### src/rtl/disp_pkg.sv
// Shared types and defaults for the two-digit display scan slice.
// Digit width, scan timing defaults and the scan FSM encoding.
package disp_pkg;

  localparam int DIGIT_W       = 4;
  localparam int SCAN_CYC_DEF  = 50000;
  localparam int BLANK_CYC_DEF = 500;

  typedef enum logic [2:0] {
    IDLE,
    SHOW1,
    BLANK1,
    SHOW4,
    BLANK4
  } scan_state_t;

endpackage

### src/rtl/digit_scan_ctrl_if.sv
// Control/digit bundle between game logic and the scan sequencer.
// master drives enable/load/digits, slave returns mux controls.
interface digit_scan_ctrl_if;
  import disp_pkg::*;

  logic               enable;
  logic               load;
  logic [DIGIT_W-1:0] d1_in;
  logic [DIGIT_W-1:0] d4_in;
  logic               sel;
  logic               onoff;
  logic [DIGIT_W-1:0] code_out;
  logic               load_ack;
  logic               frame_tick;

  modport master (
    output enable, load, d1_in, d4_in,
    input  sel, onoff, code_out, load_ack, frame_tick
  );

  modport slave (
    input  enable, load, d1_in, d4_in,
    output sel, onoff, code_out, load_ack, frame_tick
  );

endinterface

### src/rtl/scan_timer.sv
// Slot timer: counts 0..SCAN_CYC-1 while enabled, wraps, clears.
// wrap_o flags the last cycle of a slot.
module scan_timer
  import disp_pkg::*;
#(
  parameter  int SCAN_CYC = SCAN_CYC_DEF,
  localparam int CW       = $clog2(SCAN_CYC)
) (
  input  logic          clk,
  input  logic          rst_n,
  input  logic          clr_i,
  input  logic          en_i,
  output logic [CW-1:0] cnt_o,
  output logic          wrap_o
);

  logic [CW-1:0] cnt_q, cnt_d;

  assign wrap_o = (cnt_q == CW'(SCAN_CYC - 1));
  assign cnt_o  = cnt_q;

  always_comb begin
    cnt_d = cnt_q;
    if (clr_i)
      cnt_d = '0;
    else if (en_i)
      cnt_d = wrap_o ? '0 : cnt_q + 1'b1;
  end

  always_ff @(posedge clk) begin
    if (!rst_n)
      cnt_q <= '0;
    else
      cnt_q <= cnt_d;
  end

endmodule

### src/rtl/digit_scan_ctrl.sv
// Two-digit scan sequencer with blanking gaps and a
// frame-aligned double buffer for the digit codes.
module digit_scan_ctrl
  import disp_pkg::*;
#(
  parameter int SCAN_CYC  = SCAN_CYC_DEF,
  parameter int BLANK_CYC = BLANK_CYC_DEF
) (
  input logic               clk,
  input logic               rst_n,
  digit_scan_ctrl_if.slave  bus
);

  localparam int CW = $clog2(SCAN_CYC);
  localparam int PW = 2 * DIGIT_W;
  localparam logic [CW-1:0] SHOW_END =
    CW'(SCAN_CYC - BLANK_CYC - 1);

  scan_state_t        state_q, state_d;
  logic [CW-1:0]      cnt;
  logic               wrap;
  logic [PW-1:0]      shadow_q, shadow_d;
  logic [PW-1:0]      act_q, act_d;
  logic [PW-1:0]      load_val;
  logic               pend_q, pend_d;
  logic               sel_q, sel_d;
  logic               onoff_q, onoff_d;
  logic [DIGIT_W-1:0] code_q, code_d;
  logic               ack_q, ack_d;
  logic               tick_q, tick_d;

  scan_timer #(.SCAN_CYC(SCAN_CYC)) u_timer (
    .clk    (clk),
    .rst_n  (rst_n),
    .clr_i  (state_d == IDLE),
    .en_i   ((state_q != IDLE) && bus.enable),
    .cnt_o  (cnt),
    .wrap_o (wrap)
  );

  always_comb begin
    state_d  = state_q;
    load_val = bus.load ? {bus.d1_in, bus.d4_in} : shadow_q;
    shadow_d = load_val;
    pend_d   = pend_q | bus.load;
    act_d    = act_q;
    sel_d    = sel_q;
    onoff_d  = onoff_q;
    code_d   = code_q;
    ack_d    = 1'b0;
    tick_d   = 1'b0;

    if (state_q != IDLE && !bus.enable) begin
      state_d = IDLE;
    end else begin
      unique case (state_q)
        IDLE:   if (bus.enable)      state_d = SHOW1;
        SHOW1:  if (cnt == SHOW_END) state_d = BLANK1;
        BLANK1: if (wrap)            state_d = SHOW4;
        SHOW4:  if (cnt == SHOW_END) state_d = BLANK4;
        BLANK4: if (wrap)            state_d = SHOW1;
        default:                     state_d = IDLE;
      endcase
    end

    // a load in the entry cycle itself is applied right away
    if (state_d == SHOW1 && state_q != SHOW1) begin
      tick_d = 1'b1;
      ack_d  = pend_d;
      if (pend_d) begin
        act_d  = load_val;
        pend_d = 1'b0;
      end
    end

    unique case (state_d)
      SHOW1: begin
        sel_d   = 1'b0;
        onoff_d = 1'b0;
        code_d  = act_d[PW-1 -: DIGIT_W];
      end
      SHOW4: begin
        sel_d   = 1'b1;
        onoff_d = 1'b0;
        code_d  = act_d[DIGIT_W-1:0];
      end
      BLANK1: begin
        sel_d   = 1'b0;
        onoff_d = 1'b1;
      end
      BLANK4: begin
        sel_d   = 1'b1;
        onoff_d = 1'b1;
      end
      default: begin
        sel_d   = 1'b0;
        onoff_d = 1'b1;
      end
    endcase
  end

  always_ff @(posedge clk) begin
    if (!rst_n) begin
      state_q  <= IDLE;
      shadow_q <= '0;
      act_q    <= '0;
      pend_q   <= 1'b0;
      sel_q    <= 1'b0;
      onoff_q  <= 1'b1;
      code_q   <= '0;
      ack_q    <= 1'b0;
      tick_q   <= 1'b0;
    end else begin
      state_q  <= state_d;
      shadow_q <= shadow_d;
      act_q    <= act_d;
      pend_q   <= pend_d;
      sel_q    <= sel_d;
      onoff_q  <= onoff_d;
      code_q   <= code_d;
      ack_q    <= ack_d;
      tick_q   <= tick_d;
    end
  end

  assign bus.sel        = sel_q;
  assign bus.onoff      = onoff_q;
  assign bus.code_out   = code_q;
  assign bus.load_ack   = ack_q;
  assign bus.frame_tick = tick_q;

endmodule

### src/flat_wrapper.sv
// flat-port wrapper written by rule: the top's interface ports become plain ports
module digit_scan_ctrl_flat import disp_pkg::*;
#(
  parameter int SCAN_CYC  = SCAN_CYC_DEF,
  parameter int BLANK_CYC = BLANK_CYC_DEF
)
  (clk, rst_n, bus_enable, bus_load, bus_d1_in, bus_d4_in, bus_sel, bus_onoff, bus_code_out, bus_load_ack, bus_frame_tick);
  digit_scan_ctrl_if bus_i ();
  input logic clk;
  input logic rst_n;
  input wire logic [$bits(bus_i.enable)-1:0] bus_enable;
  input wire logic [$bits(bus_i.load)-1:0] bus_load;
  input wire logic [$bits(bus_i.d1_in)-1:0] bus_d1_in;
  input wire logic [$bits(bus_i.d4_in)-1:0] bus_d4_in;
  output wire logic [$bits(bus_i.sel)-1:0] bus_sel;
  output wire logic [$bits(bus_i.onoff)-1:0] bus_onoff;
  output wire logic [$bits(bus_i.code_out)-1:0] bus_code_out;
  output wire logic [$bits(bus_i.load_ack)-1:0] bus_load_ack;
  output wire logic [$bits(bus_i.frame_tick)-1:0] bus_frame_tick;
  assign bus_i.enable = bus_enable;
  assign bus_i.load = bus_load;
  assign bus_i.d1_in = bus_d1_in;
  assign bus_i.d4_in = bus_d4_in;
  assign bus_sel = bus_i.sel;
  assign bus_onoff = bus_i.onoff;
  assign bus_code_out = bus_i.code_out;
  assign bus_load_ack = bus_i.load_ack;
  assign bus_frame_tick = bus_i.frame_tick;
  digit_scan_ctrl #(.SCAN_CYC(SCAN_CYC), .BLANK_CYC(BLANK_CYC)) u_core (.clk(clk), .rst_n(rst_n), .bus(bus_i));
endmodule
### config.mk
export PLATFORM = sky130hd
export DESIGN_NAME = digit_scan_ctrl_flat
export DESIGN_NICKNAME = d
export VERILOG_FILES = /design/src/rtl/disp_pkg.sv /design/src/rtl/digit_scan_ctrl_if.sv /design/src/rtl/scan_timer.sv /design/src/rtl/digit_scan_ctrl.sv /design/src/flat_wrapper.sv
export SDC_FILE = /design/constraint.sdc
export NUM_CORES = 1
export LEC_CHECK = 0
export BUFFER_PORTS_ARGS = -buffer_cell sky130_fd_sc_hd__clkbuf_2
export CORE_AREA = 2 2 47 82
export DETAILED_ROUTE_END_ITERATION = 12
export DIE_AREA = 0 0 49 84
export GPL_ROUTABILITY_DRIVEN = 0
export PLACE_DENSITY = 0.87
export SYNTH_ARGS = -nofsm -noshare
export SYNTH_HDL_FRONTEND = slang
export SYNTH_HIERARCHICAL = 1
export SYNTH_SLANG_ARGS = --single-unit
### constraint.sdc
create_clock -name clk -period 4.7 [get_ports clk]
set_input_delay 0.235 -clock clk [delete_from_list [all_inputs] [get_ports clk]]
set_output_delay 0.235 -clock clk [all_outputs]
set_load 0.02 [all_outputs]
### After elaboration in Yosys (flattened, before gate mapping)

Cells that the tools add are included.

* add/subtract/negate cells: 1
* $mul: 0
* divide/modulo/power cells: 0
* magnitude comparators: 0
* equal/unequal tests: 10
* shift operators: 0
* muxes and demuxes: 15
* bitwise operators: 2
* reductions and logical operators: 13

Operators with widths (count)
* $eq 16x16->1 const B: 2
* $mux 8: 3
* $mux 3: 6
* $add 16x1->16 const B: 1
* $mux 16: 1
* $pmux 3 s5: 1
* $eq 3x2->1 const B: 3
* $pmux 4 s2: 1
* $reduce_or 2->1: 4
* $eq 3x1->1 const B: 2
* $eq 3x3->1 const B: 2
* $logic_not 3->1: 2
* $logic_and 1x1->1: 3
* $mux 1: 3
* $ne 3x1->1 const B: 1
* $reduce_bool 3->1: 1
* $reduce_and 2->1: 1
* $reduce_bool 2->1: 1
* $logic_not 1->1: 1
* $not 1->1: 1
* $or 1x1->1: 1

* register bits: 44
* latch bits: 0
* memory bits (writable): 0
* bits in read-only memories: 0
* bits of input ports: 12
* output and inout port bits: 8
* word-level logic and storage cells: 51
* memories kept: 0

### Depth between registers and ports, before layout

* depth after elaboration: 8
* mapped depth: 9
* depth with buffers taken out: 8

### Hierarchy

The synthesis kept the hierarchy.

Modules (own cells, without submodules)
* digit_scan_ctrl: times used 1, cells each 130, area each 1211.2 sq um, seq. area each 560.5 sq um
* scan_timer: times used 1, cells each 90, area each 773.2 sq um, seq. area each 320.3 sq um

### Worst setup path before layout

Ideal clock, no wire load.

* path kind: reg-to-reg
* start: register u_core.u_timer.cnt_q[4] (netlist: u_core/u_timer/cnt_o[4])
* end: register u_core.code_q[0] (netlist: u_core/bus.code_out[0])
* setup time: 131 ps
* arrival: 2497 ps
* required time: 4569 ps
* slack: 2072 ps
* stages on the path, launching flop included: 9
* path buffers: 0
* cells stage by stage: dfxtp_1 -> or4_1 -> or4_4 -> nor2_1 -> nand2b_1 -> nand4b_1 -> mux2_2 -> a22oi_1 -> o21ai_1

* cells in the longest elaborated chain, start to end: 8
* elaborated cells between the ends (all ways): 14

Ends and longest elaborated chain
* start, declared: RTL line scan_timer.sv:17 `logic [CW-1:0] cnt_q, cnt_d;`
* start signal, assigned: RTL line scan_timer.sv:34 `cnt_q <= cnt_d;`
* $eq 16x16->1 (*): RTL line scan_timer.sv:19 `assign wrap_o = (cnt_q == CW'(SCAN_CYC - 1));`
* named net u_core.wrap: RTL line digit_scan_ctrl.sv:21 `logic wrap;`
* $mux 3 (on tied branches): RTL line digit_scan_ctrl.sv:61, digit_scan_ctrl.sv:59
* $pmux 3 s5 (*): RTL line digit_scan_ctrl.sv:56 `unique case (state_q)`
* $mux 3 (*): RTL line digit_scan_ctrl.sv:53 `if (state_q != IDLE && !bus.enable) begin`
* $eq 3x1->1: RTL line digit_scan_ctrl.sv:67, digit_scan_ctrl.sv:76
* $logic_and 1x1->1: RTL line digit_scan_ctrl.sv:67 `if (state_d == SHOW1 && state_q != SHOW1) begin`
* $mux 8: RTL line digit_scan_ctrl.sv:67
* $pmux 4 s2: RTL line digit_scan_ctrl.sv:76 `unique case (state_d)`
* end signal, assigned: RTL line digit_scan_ctrl.sv:120 `code_q <= code_d;`
* end, declared: RTL line digit_scan_ctrl.sv:28 `logic [DIGIT_W-1:0] code_q, code_d;`

The timed path passes the listed nets; every way through them passes the cells marked *.
A chain may end at the register's enable or synchronous reset.

### Worst setup path in the final report

Same ends and word-level chain as after synthesis.

==> metrics list <==
- Number of inserted diodes: 0
* Maximum root-to-sink buffer count: 2
* Count of nets left with antenna violations after detail routing: 0
* Synth top area share: between 40% and 50%
* Main combinational cell family by area after synthesis: simple AND/OR/NAND/NOR gates
- Via count of the first global-routing pass: between 1500 and 2000
- Area of the multi-input gates: 1040 um^2
- The most common cell in the synthesized netlist is dfxtp_1.
- Power per cell area: about 330 nW/um^2
- The filler cells instantiated in the layout total a little under 300.
- Of the total synthesized cell area, the portion taken by XOR and XNOR cells is 6.18%.
* Launching element type of the critical path: flip-flop
- The worst setup path is of the reg2reg kind.
* Iter 0 DRT Violations: 60
* Total vias in the final route: around 1600
- Data arrival, critical path: 3.11 ns
- Number of buffers inserted by hold repair at cts: 0
* Signed area change from the synthesized netlist to the final layout: 11.2%
- Maximum fanout count along the critical path: 7
* Cell count after synthesis: 220
* Number of buffers inserted to repair setup after CTS: 0
- The first global-routing pass estimated 6770 um of wire.
* Worst-path cell chain: or4_1 > or4_4 > nor2_1 > nand2b_1 > nand4b_1 > mux2_2 > a22oi_1 > o21ai_1
- Die outline area: 4120 um^2
* Avg Synthesized Cell Area: 9.02 um^2
- For this run, the register share of the synthesized area comes to 44.4%.
- The H-tree was split into 2 levels.
- Port buffering added 19 buffers.
* Cell at the root of the clock tree: clkbuf_8
- TritonCTS built the clock tree.
- Clock insertion delay at the later pin of the skew report: ~0.3 ns
* Total of max-cap violations: 0
* Required time at the endpoint of the critical path: approximately 4.9 ns
- Cell area after synthesis: 1980 um^2
- Antenna violations before repair: 0
* Top cell type by total area after synthesis: dfxtp_1
- In the synthesized netlist the dominant register cell turns out to be dfxtp_1.
- Total Power: around 0.73 mW
* Setup repair after global routing missed its margin: false
- Iteration count of the initial detailed-routing pass: 4
- After layout, the worst path uses 62.5% of the clock period.
- Number of vias per cell after detailed routing: ~5.7
- The synthesized netlist devotes less than 1% of its cell area to adder and majority cells.
- Final Max Slew Viols: 0
- Dividing the detail-routed wire length by the instance count gives between 10 and 15 um.
- Worst stage delay on the critical path: approximately 0.54 ns
- Slew at the pin closest to its max-slew limit: a little over 0.8 ns
* Simple-Gate Fraction of Synth Area: about 28%
* DRC errors left: 0
- Std cell rows: 29
* Cell leakage power: around 0.83 nW
* Overall Global Routing Usage: 21.3%
* Net count after synthesis: about 230
* Area after DPL: 2100 um^2
- Once the floorplan was initialized, standard cells occupied 56.4% of the core.
* Aggregate global routing overflow: 0
* Compound-gate portion of the synthesized area: about a tenth
- The worst-case IR drop observed on VDD is ~0.00028 V.
- Multiplexer cells account for under 10% of the synthesized area.
* Ports: 20
* Synth warn: 6
- Across all hold checks on the routed design, the worst slack comes to about 0.2 ns.
- Number of clock sinks seen by CTS: 44
- After synthesis, the share of flip-flops with an asynchronous set or reset is 0%.
- Clock Pin Slew Worst Setup and Hold Paths: 0.08 ns
- Once the clock tree was built, the resizer swapped 0 gates to a different size.
- Setup clock skew after layout: between 0.007 and 0.008 ns
- Number of endpoints failing setup at the final stage: 0
- Placed wire-length estimate after detailed placement: a little under 3000 um
* Register area: about 880 um^2
- Core box area: 3520 um^2
- Number of library cell types mapped by synthesis: between 40 and 50
- In the final layout, the share of cells above drive strength 1 is roughly 16%.
- Cell types with the highest counts after synthesis: dfxtp_1, nor2_1, nand2_1
- Count of state elements after synthesis: 44
* Cell with the largest stage delay on the worst path: or4_1
- Timing would allow up to around 340 MHz.
* Die Y-Extent: approximately 84 um
- Classification of the worst-slack hold path: in2reg
* WL final: between 3000 and 4000 um
- Die boundary width: about 49 um
* Post-route setup TNS: 0 ns
- The synthesized design contains 0 enable-type register cells.
* Tightest slew margin relative to the limit: between 40% and 50%
- Time the worst path needs with I/O delays and setup: approximately 2.9 ns
- Counting the buffers created by CTS gives 5.
* Pin count of the biggest net entering global routing: 17
- STA classifies the critical path endpoint as a flip-flop.
- The net count of the finished layout is 249.
- The total count of hold-check failures in the final report is 0.
- Cell area after layout: approximately 2200 um^2
* Leading cell types by total area after synthesis: dfxtp_1, nor2_1, mux2i_1
- Outcome: finished, final reports clean
## area by class of cell
class,instances,share of cell area (%)
clock buffers,5,3.12
inverters,6,1.02
flip-flops and latches,44,39.9
multi-input cells,160,47.1
well taps,46,2.61
repair buffers,19,4.31
clock inverters,3,1.93
## report_power, final
| group | internal [mW] | leakage (nW) | switching (mW) |
|---|---|---|---|
| Sequential | 0.385 | 0.358 | 0.00668 |
| Combinational | 0.0224 | 0.419 | 0.0345 |
| Clock | 0.157 | 0.0541 | 0.124 |
## sequential cells by signal, summed over array words and instances (netlist names)
signal / cells
u_core/bus.code_out: 4
u_core/pend_q: 1
u_core/act_q: 8
u_core/bus.sel: 1
u_core/bus.frame_tick: 1
u_core/u_timer/cnt_o: 16
u_core/bus.load_ack: 1
u_core/shadow_q: 8
u_core/bus.onoff: 1
u_core/state_q: 3
## stage by stage
stage               cells  utilization, %  worst slack, ns
finish                283            62.7             1.76
global route          283            62.7             1.64
CTS                   283            62.7             1.79
detailed placement    275            59.5             1.82
global placement      275            59.5             1.90
floorplan             220               -             2.07
## cells in the final DEF (no fill, tap or decap), types with 3 or more instances in the layout
master	instances
dfxtp_1	44
nor2_1	36
clkbuf_2	19
nand2_1	15
a21oi_1	9
xnor2_1	9
mux2i_1	8
nand4_1	8
nand3_1	7
and2_1	6
clkbuf_8	5
inv_1	5
mux2_2	5
xor2_1	5
o21ai_0	4
nand2b_1	3
and3_1	3
nor2b_1	3
nand4bb_1	3
o21ai_1	3
or3_1	3
nor4_1	3
## logic make-up after synthesis
| kind of cell | Yosys count |
|---|---|
| AND/OR/NAND/NOR | 103 |
| flip-flops | 44 |
| AO/OA/AOI/OAI | 29 |
| buffers and inverters | 16 |
| XOR/XNOR | 14 |
| multiplexers | 13 |
| adder cells (fa/ha/maj) | 1 |
## critical path: cells and delay by family, from the launching register on
family | cells | cell delay, ns
AND/OR/NAND/NOR | 5 | 1.77
multiplexers | 1 | 0.39
flip-flops | 1 | 0.38
AO/OA/AOI/OAI | 2 | 0.26
## metal layers
layer	GRT usage, %	wire, um	vias to the layer above
met3	5.02	169	15
met4	15.1	157	0
met1	20.4	1490	755
met5	0	0	-
met2	38.6	2140	47
li1	-	-	805
## path summary, 6_finish.rpt
check / startpoint / to / slack [ns] / depth (start not counted)
setup / recovery: u_core/u_timer/cnt_o[4] / u_core/bus.code_out[0] / 1.76 / 8
hold / removal: bus_d4_in[2] / u_core/shadow_q[2] / 0.20 / 3
setup reg to reg: u_core/u_timer/cnt_o[4] / u_core/bus.code_out[0] / 1.76 / 8
hold reg to reg: u_core/bus.code_out[0] / u_core/bus.code_out[0] / 0.46 / 2
No activity file was read; power rests on OpenSTA's default activity.
